[config.mk]
export PLATFORM = sky130hd
export DESIGN_NAME = regfile_mp_flat
export DESIGN_NICKNAME = d
export VERILOG_FILES = /design/src/rtl/rfile_pkg.sv /design/src/rtl/regfile_mp_if.sv /design/src/rtl/rfile_scoreboard.sv /design/src/rtl/regfile_mp.sv /design/src/flat_wrapper.sv
export SDC_FILE = /design/constraint.sdc
export NUM_CORES = 2
export LEC_CHECK = 0
export BUFFER_PORTS_ARGS = -buffer_cell sky130_fd_sc_hd__buf_4
export CORE_MARGIN = 3
export CORE_UTILIZATION = 45
export CTS_BUF_LIST = sky130_fd_sc_hd__clkbuf_2
export CTS_CLUSTER_SIZE = 14
export DETAILED_ROUTE_END_ITERATION = 10
export SLEW_MARGIN = 20
export SYNTH_ARGS = -nofsm -noshare
export SYNTH_HDL_FRONTEND = slang
export SYNTH_SLANG_ARGS = --single-unit
[constraint.sdc]
create_clock -name clk -period 2.3 [get_ports clk]
set_clock_uncertainty 0.1 [all_clocks]
set_input_delay 0.345 -clock clk [delete_from_list [all_inputs] [get_ports clk]]
set_output_delay 0.345 -clock clk [all_outputs]
set_load 0.02 [all_outputs]
[src/rtl/rfile_pkg.sv]
`default_nettype none
// ============================================================================
// Module   : rfile_pkg
// Brief    : Shared defaults and typedefs for the multi-port register file.
// Revision : 1.0  initial release
// ============================================================================
package rfile_pkg;

    localparam int RF_DATA_W = 32;
    localparam int RF_ADDR_W = 5;
    localparam int RF_NREGS  = 2 ** RF_ADDR_W;

    typedef logic [RF_ADDR_W-1:0] reg_addr_t;
    typedef logic [RF_DATA_W-1:0] reg_data_t;

endpackage : rfile_pkg
`default_nettype wire

[src/rtl/regfile_mp_if.sv]
`default_nettype none
// ============================================================================
// Module   : regfile_mp_if
// Brief    : Read/write/mark bus between the pipeline (master) and the
//            register file (slave). Read ports are packed, port i at
//            [i*W +: W].
// Revision : 1.0  initial release
// ============================================================================
interface regfile_mp_if
    import rfile_pkg::*;
#(
    parameter int DATA_W = RF_DATA_W,
    parameter int ADDR_W = RF_ADDR_W,
    parameter int NRD    = 2
)();

    logic [NRD*ADDR_W-1:0] ra;
    logic [NRD*DATA_W-1:0] rd;
    logic [NRD-1:0]        rbusy;
    logic                  we0;
    logic [ADDR_W-1:0]     wa0;
    logic [DATA_W-1:0]     wd0;
    logic                  we1;
    logic [ADDR_W-1:0]     wa1;
    logic [DATA_W-1:0]     wd1;
    logic                  mark_v;
    logic [ADDR_W-1:0]     mark_a;

    modport master (
        output ra, we0, wa0, wd0, we1, wa1, wd1, mark_v, mark_a,
        input  rd, rbusy
    );

    modport slave (
        input  ra, we0, wa0, wd0, we1, wa1, wd1, mark_v, mark_a,
        output rd, rbusy
    );

endinterface : regfile_mp_if
`default_nettype wire

[src/rtl/rfile_scoreboard.sv]
`default_nettype none
// ============================================================================
// Module   : rfile_scoreboard
// Brief    : Busy bit per register. A mark sets, a write-back clears, and a
//            mark wins over a same-cycle clear since it names a younger
//            producer. r0 is never busy.
//            Build option RFILE_BYPASS_EN: a same-cycle clear is reflected on
//            the lookup ports immediately (unless re-marked that cycle).
// Revision : 1.0  initial release
// ============================================================================
module rfile_scoreboard #(
    parameter int ADDR_W = 5,
    parameter int NRD    = 2
) (
    input  wire logic                  clk,
    input  wire logic                  rst_n,
    input  wire logic                  we0_i,
    input  wire logic [ADDR_W-1:0]     wa0_i,
    input  wire logic                  we1_i,
    input  wire logic [ADDR_W-1:0]     wa1_i,
    input  wire logic                  mark_v_i,
    input  wire logic [ADDR_W-1:0]     mark_a_i,
    input  wire logic [NRD*ADDR_W-1:0] ra_i,
    output logic      [NRD-1:0]        rbusy_o
);

    localparam int NREGS = 2 ** ADDR_W;

    logic [NREGS-1:0] busy_q;
    logic [NREGS-1:0] busy_d;
    logic [NREGS-1:0] w_clr;
    logic [NREGS-1:0] w_set;

    // Decode per-register clear/set requests and form the next busy vector.
    always_comb begin
        w_clr = '0;
        w_set = '0;
        for (int r = 1; r < NREGS; r++) begin
            w_clr[r] = (we0_i && (wa0_i == ADDR_W'(r))) ||
                       (we1_i && (wa1_i == ADDR_W'(r)));
            w_set[r] = mark_v_i && (mark_a_i == ADDR_W'(r));
        end
        busy_d = w_set | (busy_q & ~w_clr);
    end

    // Busy state register with asynchronous clear.
    always_ff @(posedge clk or negedge rst_n) begin
        if (!rst_n) begin
            busy_q <= '0;
        end else begin
            busy_q <= busy_d;
        end
    end

    // Per-port busy lookup; w_clr/w_set are zero for r0 so it reads not-busy.
    always_comb begin
        rbusy_o = '0;
        for (int i = 0; i < NRD; i++) begin
`ifdef RFILE_BYPASS_EN
            rbusy_o[i] = busy_q[ra_i[i*ADDR_W +: ADDR_W]] &
                         ~(w_clr[ra_i[i*ADDR_W +: ADDR_W]] &
                           ~w_set[ra_i[i*ADDR_W +: ADDR_W]]);
`else
            rbusy_o[i] = busy_q[ra_i[i*ADDR_W +: ADDR_W]];
`endif
        end
    end

endmodule : rfile_scoreboard
`default_nettype wire

[src/rtl/regfile_mp.sv]
`default_nettype none
// ============================================================================
// Module   : regfile_mp
// Brief    : NRD-read / 2-write register file with hardwired-zero r0 and an
//            integrated busy scoreboard. Write port 0 has priority over port 1
//            on a same-address collision.
//            Build option RFILE_BYPASS_EN: same-cycle write data is forwarded
//            to matching read ports.
// Revision : 1.0  initial release
// ============================================================================
module regfile_mp
    import rfile_pkg::*;
#(
    parameter int DATA_W = RF_DATA_W,
    parameter int ADDR_W = RF_ADDR_W,
    parameter int NRD    = 2
) (
    input  wire logic   clk,
    input  wire logic   rst_n,
    regfile_mp_if.slave bus
);

    localparam int NREGS = 2 ** ADDR_W;

    logic [DATA_W-1:0]     mem_q [NREGS];
    logic [NRD*DATA_W-1:0] w_rd;

    // Storage: r0 is only ever reset, so it stays zero; port 0 wins collisions.
    always_ff @(posedge clk or negedge rst_n) begin
        if (!rst_n) begin
            for (int r = 0; r < NREGS; r++) begin
                mem_q[r] <= '0;
            end
        end else begin
            for (int r = 1; r < NREGS; r++) begin
                if (bus.we0 && (bus.wa0 == ADDR_W'(r))) begin
                    mem_q[r] <= bus.wd0;
                end else if (bus.we1 && (bus.wa1 == ADDR_W'(r))) begin
                    mem_q[r] <= bus.wd1;
                end
            end
        end
    end

    // Combinational read muxes; forwarding is suppressed for r0 and in reset.
    always_comb begin
        w_rd = '0;
        for (int i = 0; i < NRD; i++) begin
`ifdef RFILE_BYPASS_EN
            if (rst_n && bus.we0 && (bus.wa0 == bus.ra[i*ADDR_W +: ADDR_W]) &&
                (bus.wa0 != '0)) begin
                w_rd[i*DATA_W +: DATA_W] = bus.wd0;
            end else if (rst_n && bus.we1 &&
                         (bus.wa1 == bus.ra[i*ADDR_W +: ADDR_W]) &&
                         (bus.wa1 != '0)) begin
                w_rd[i*DATA_W +: DATA_W] = bus.wd1;
            end else begin
                w_rd[i*DATA_W +: DATA_W] = mem_q[bus.ra[i*ADDR_W +: ADDR_W]];
            end
`else
            w_rd[i*DATA_W +: DATA_W] = mem_q[bus.ra[i*ADDR_W +: ADDR_W]];
`endif
        end
    end

    assign bus.rd = w_rd;

    rfile_scoreboard #(
        .ADDR_W (ADDR_W),
        .NRD    (NRD)
    ) u_scoreboard (
        .clk      (clk),
        .rst_n    (rst_n),
        .we0_i    (bus.we0),
        .wa0_i    (bus.wa0),
        .we1_i    (bus.we1),
        .wa1_i    (bus.wa1),
        .mark_v_i (bus.mark_v),
        .mark_a_i (bus.mark_a),
        .ra_i     (bus.ra),
        .rbusy_o  (bus.rbusy)
    );

endmodule : regfile_mp
`default_nettype wire
[src/flat_wrapper.sv]
// flat-port wrapper written by rule: the top's interface ports become plain ports
module regfile_mp_flat import rfile_pkg::*;
#(
    parameter int DATA_W = RF_DATA_W,
    parameter int ADDR_W = RF_ADDR_W,
    parameter int NRD    = 2
)
  (clk, rst_n, bus_ra, bus_we0, bus_wa0, bus_wd0, bus_we1, bus_wa1, bus_wd1, bus_mark_v, bus_mark_a, bus_rd, bus_rbusy);
  regfile_mp_if #(.DATA_W(DATA_W), .ADDR_W(ADDR_W), .NRD(NRD)) bus_i ();
  input  wire logic clk;
  input  wire logic rst_n;
  input wire logic [$bits(bus_i.ra)-1:0] bus_ra;
  input wire logic [$bits(bus_i.we0)-1:0] bus_we0;
  input wire logic [$bits(bus_i.wa0)-1:0] bus_wa0;
  input wire logic [$bits(bus_i.wd0)-1:0] bus_wd0;
  input wire logic [$bits(bus_i.we1)-1:0] bus_we1;
  input wire logic [$bits(bus_i.wa1)-1:0] bus_wa1;
  input wire logic [$bits(bus_i.wd1)-1:0] bus_wd1;
  input wire logic [$bits(bus_i.mark_v)-1:0] bus_mark_v;
  input wire logic [$bits(bus_i.mark_a)-1:0] bus_mark_a;
  output wire logic [$bits(bus_i.rd)-1:0] bus_rd;
  output wire logic [$bits(bus_i.rbusy)-1:0] bus_rbusy;
  assign bus_i.ra = bus_ra;
  assign bus_i.we0 = bus_we0;
  assign bus_i.wa0 = bus_wa0;
  assign bus_i.wd0 = bus_wd0;
  assign bus_i.we1 = bus_we1;
  assign bus_i.wa1 = bus_wa1;
  assign bus_i.wd1 = bus_wd1;
  assign bus_i.mark_v = bus_mark_v;
  assign bus_i.mark_a = bus_mark_a;
  assign bus_rd = bus_i.rd;
  assign bus_rbusy = bus_i.rbusy;
  regfile_mp #(.DATA_W(DATA_W), .ADDR_W(ADDR_W), .NRD(NRD)) u_core (.clk(clk), .rst_n(rst_n), .bus(bus_i));
endmodule
### Word level (Yosys, flattened, before mapping)

Cells that the tools add are included.

* $lt $le $gt $ge: 4
* eq/ne operators: 93
* multiplexer cells: 72
* bitwise gates (word level): 5
* reduce and logical (&&, ||, !) cells: 155

Operators with widths (number)
* $mux W32: 66
* $bmux W32 S5: 2
* $eq A5 B5 Y1 const B: 48
* $eq A5 B4 Y1 const B: 24
* $logic_and A1 B1 Y1: 93
* $reduce_bool A2 Y1: 31
* $eq A5 B3 Y1 const B: 12
* $and A32 B32 Y32: 1
* $not A32 Y32: 1
* $or A32 B32 Y32: 1
* $logic_or A1 B1 Y1: 31
* $eq A5 B2 Y1 const B: 6
* $eq A5 B1 Y1 const B: 3
* $ge A6 B6 Y1 const B: 2
* $lt A5 B6 Y1 const B: 2
* $not A5 Y6: 2
* $bmux W1 S5: 2
* $mux W1: 2

* flip-flop bits (word level): 1024
* bits of input ports: 94
* logic and storage cells: 361

### Logic depth before layout (Yosys ltp)

* word-level depth: 6
* gate-level depth with buffers: 8
* mapped depth without buffers: 4

### Hierarchy

A second synthesis with hierarchy kept.

* cell total of the unflattened synthesis: 6163
* area, all modules: 64429.3 µm²

Modules (own cells, without submodules)
* regfile_mp: instances 1, cells each 5936, area an instance 62210.9 µm²
* rfile_scoreboard: instances 1, cells each 227, area an instance 2218.4 µm²

### Worst setup path after synthesis

Ideal clock, no wire load.

* path kind: input-to-output
* from: input port bus_ra[0]
* to: output port bus_rd[21]
* arrival: 2.004 ns
* setup slack: -0.149 ns
* cell stages on the path: 8
* cells stage by stage: buf_2 buf_6 buf_2 buf_4 buf_2 a22o_1 a211oi_1 o31ai_1

* longest elaborated chain between the ends: 4

Ends and longest elaborated chain
* from (decl): line flat_wrapper.sv:12 `input wire logic [$bits(bus_i.ra)-1:0] bus_ra;`
* $not A5 Y6 (not written as such): line regfile_mp.sv:61 `w_rd[i*DATA_W +: DATA_W] = mem_q[bus.ra[i*ADDR_W +: ADDR_W]];`
* $bmux W32 S5: line regfile_mp.sv:61
* $mux W32 (not written as such) (2 in series): line regfile_mp.sv:61
* to (decl): line flat_wrapper.sv:21 `output wire logic [$bits(bus_i.rd)-1:0] bus_rd;`

Every way passes these cells. The select of a mux whose other input is x is not followed.

### Final worst setup path

* from: register u_core.mem_q[187] (netlist name)
* to: output port bus_rd[27]

* longest elaborated chain between the ends: 3

Ends and longest elaborated chain
* from (decl): line regfile_mp.sv:25 `logic [DATA_W-1:0] mem_q [NREGS];`
* from (signal, indexed assignment): line regfile_mp.sv:37 `mem_q[r] <= bus.wd0;`
* from (signal, indexed assignment): line regfile_mp.sv:39 `mem_q[r] <= bus.wd1;`
* $bmux W32 S5: line regfile_mp.sv:61
* $mux W32 (not written as such) (2 in series): line regfile_mp.sv:61

Every way passes these cells. The select of a mux whose other input is x is not followed.

==> results.tsv <==
metric	value	unit
grt.met2_usage	53.9	%
synth_edf_count	0	
yosys.area_share.simple	7.64	%
setup_viol	95	
drive_above_1_share	28.2	%
timing.final.ws_setup	-1.57	ns
placed_area	0.0720	mm2
synth-compound-area-share	13.6	%
grt.total_usage	36.2	%
syn_nets	6195	
period_needed	3.87	ns
rows	137	
grt_first_pass_wirelength	389000	um
worstPathArrival	3.42	ns
synth_top_family_by_area	multiplexers	
syn_avg_cell_area	10.5	um2
power_per_cell_area	748	mW/mm2
htreeDepth	5	
area_growth	24.3	%
finalNetCount	6859	
slowest_delay	0.44	ns
path_cells	buf_6, mux4_2, a22o_1, o21ai_2, o31ai_4, buf_6	
grt_max_degree	77	
yosys.area.top_type	dfrtp_1	
seq_area	0.0256	mm2
power	59500	uW
hold_viol	1	
synth_fa_ha_area_share	0	%
end_kind	primary output	
yosysWarnings	32	
synth_xor_area_share	0	%
ys_types	37	
drv_cap	0	
timing.final.crit_share	168	%
power.leakage	0.0355	uW
antenna_found_initial	5	
chipHeight	383	um
synth_flop_cell	dfrtp_1	
cts_tree	built	
root_buffer	clkbuf_2	
cp_common_cell	buf_6	
clock_latency	1.69	ns
grt_busiest_layer	met2	
io_pins	160	
multiInputGateArea	0.0367	mm2
slew_violations	0	
vias	57200	
hold_path_depth	6	
post-route-util	56.7	%
wl_per_cell	30.8	um
die_w	383	um
critPathLaunchType	flop	
gp_congestion	0.932	
drc	0	
crit_buf_inv	2	
status	finished with violations	
worst_pin_slew	1.22	ns
ir_drop	549	uV
dpl.hpwl	169000	um
synthMuxAreaShare	33.7	%
io_buffers	159	
grt_pass1_vias	56600	
violations	negative hold slack, negative setup slack	
via_per_inst	6.48	
cts_sinks	1023	
crit_required	1.86	ns
grt_use_met3	10.6	%
netlist_area	0.0640	mm2
overflow	0	
synthCells	6101	
n_fill_cell	12000	
rsz0062_at_grt	yes	
r2r_cells	4	
ys_seq_area_share	40.0	%
max_freq	258	MHz
cts_buffer_depth	4	
async_reset_ff_share	100	%
coreArea	0.140	mm2
slew-limit-headroom	18.8	%
worstSetupPathType	flop to primary output	
antenna_left	0	
drt_iter0_markers	7524	
synth_top_area_share	40.0	%
cp_max_fo	2	
dp_worst_setup_slack	-0.553	ns
clkTransAtPathRegs	0.11	ns
ys_seq_elements	1023	
design_area	0.0796	mm2
cp.depth	6	
hold_path_class	primary input to flop	
routed_wirelength	272000	um
globalRouteMet1Util	48.2	%
die_area	0.147	mm2
drt_pass1_iterations	6	
synth_area_leaders	dfrtp_1, mux2i_1, mux4_2, a21oi_1, nor2_1	
crit_slowest_cell	mux4_2	
initial_utilization	45.6	%
whs	-0.00199	ns
cpLargestDelayFamily	compound AO/OA/AOI/OAI gates	
numCtsBuffers	303	
-- report_power, final --
group          switching (uW)  internal [uW]  leakage [uW]
Sequential               4160          22800        0.0122
Clock                    8430           5110       0.00194
Combinational            8350          10600        0.0214
Total                   20900          38600        0.0355
-- area by class of cell --
| class | count | area share (%) |
|---|---|---|
| multi-input cells | 4332 | 46.1 |
| well taps | 1876 | 2.95 |
| flip-flops and latches | 1023 | 32.2 |
| diodes | 9 | 0.0283 |
| inverters | 18 | 0.0849 |
| repair buffers | 1087 | 15.6 |
| clock inverters | 48 | 0.266 |
| clock buffers | 440 | 2.77 |
-- flip-flops by register name, indices dropped and copies added (netlist names) --
register and cells:
u_core.mem_q 992, u_core.u_scoreboard.busy_q 31
-- cell usage in the layout (no fill, tap or decap), types with 12 or more instances in the layout --
cell type | Yosys | layout
o21ai_0 | 164 | 164
buf_12 | 0 | 262
dfrtp_1 | 1023 | 1022
nor2_4 | 0 | 15
o21ai_1 | 100 | 47
a211oi_2 | 0 | 24
a211oi_1 | 66 | 42
clkbuf_2 | 0 | 440
o31ai_2 | 0 | 36
dlygate4sd3_1 | 0 | 276
o21ai_2 | 0 | 51
a32o_1 | 23 | 22
nand2_4 | 0 | 20
nor2b_1 | 23 | 12
o31ai_4 | 0 | 30
mux2_2 | 66 | 66
nand3_4 | 0 | 13
buf_6 | 3 | 39
o22ai_1 | 67 | 66
clkinv_1 | 0 | 38
a22o_1 | 199 | 199
mux2i_1 | 1190 | 1187
mux4_2 | 396 | 396
nor2_1 | 812 | 805
buf_4 | 52 | 484
a21oi_1 | 801 | 801
inv_1 | 18 | 16
and2_1 | 75 | 65
buf_2 | 143 | 14
nand2_1 | 230 | 208
-- Yosys cell counts, types with 3 or more instances --
cell / number
a211oi_1: 66
a21oi_1: 801
a22o_1: 199
a32o_1: 23
and2_1: 75
and3_1: 4
and4b_1: 3
buf_1: 37
buf_2: 143
buf_4: 52
buf_6: 3
clkbuf_1: 493
dfrtp_1: 1023
inv_1: 18
mux2_2: 66
mux2i_1: 1190
mux4_2: 396
nand2_1: 230
nand2b_1: 8
nand3_1: 13
nand4_1: 3
nand4b_1: 3
nor2_1: 812
nor2_2: 8
nor2b_1: 23
o21ai_0: 164
o21ai_1: 100
o22ai_1: 67
o31ai_1: 66
-- logic make-up after synthesis --
group	Yosys count
mux	1652
compound gates	1488
buf+inv	746
simple gates	1192
flops	1023
-- final timing paths --
check	start	endpoint	slack, ns
worst max-delay path	u_core.mem_q[187]$_DFFE_PN0P_	bus_rd[27]	-1.57
worst max register to register	u_core.mem_q[320]$_DFFE_PN0P_	u_core.mem_q[320]$_DFFE_PN0P_	0.33
worst min register to register	u_core.u_scoreboard.busy_q[3]$_DFF_PN0_	u_core.u_scoreboard.busy_q[3]$_DFF_PN0_	0.44
min in group asynchronous	rst_n	u_core.mem_q[647]$_DFFE_PN0P_	0.83
worst min-delay path	bus_wa0[0]	u_core.mem_q[61]$_DFFE_PN0P_	-0.002
max in group asynchronous	rst_n	u_core.mem_q[524]$_DFFE_PN0P_	0.31
-- layer usage --
metal  part of all wire [%]  vias up  wire length [um]
li1                       -    23800                 -
met1                     38    28600            104000
met2                     44     3941            120000
met3                     12      813             33900
met4                    5.3        2             14500
met5                 0.0040        -                11
-- tightest hold or removal path: stages --
cell and delay, ns:
buf_4 0.09, dlygate4sd3_1 0.69, and4b_1 0.27, nand3_4 0.10, buf_12 0.19, a21oi_1 0.08
-- stage by stage --
step | std cells | TNS [ns]
finish | 8833 | -101.85
global route | 8833 | -109.98
CTS | 8774 | -135.02
detailed placement | 7949 | -53.87
global placement | 7949 | -45.55
floorplan | 6101 | -1.39
-- what timing repair did --
action / CTS / global route
hold buffers: 328 / 31
gates cloned: 0 / 3
resized for setup: 117 / 52
endpoints found under the setup margin: 66 / 446
buffers inserted: 18 / 31
pin swaps: 127 / 58
endpoints found under the hold margin: 2046 / 707
(Power assumes the default switching activity.)
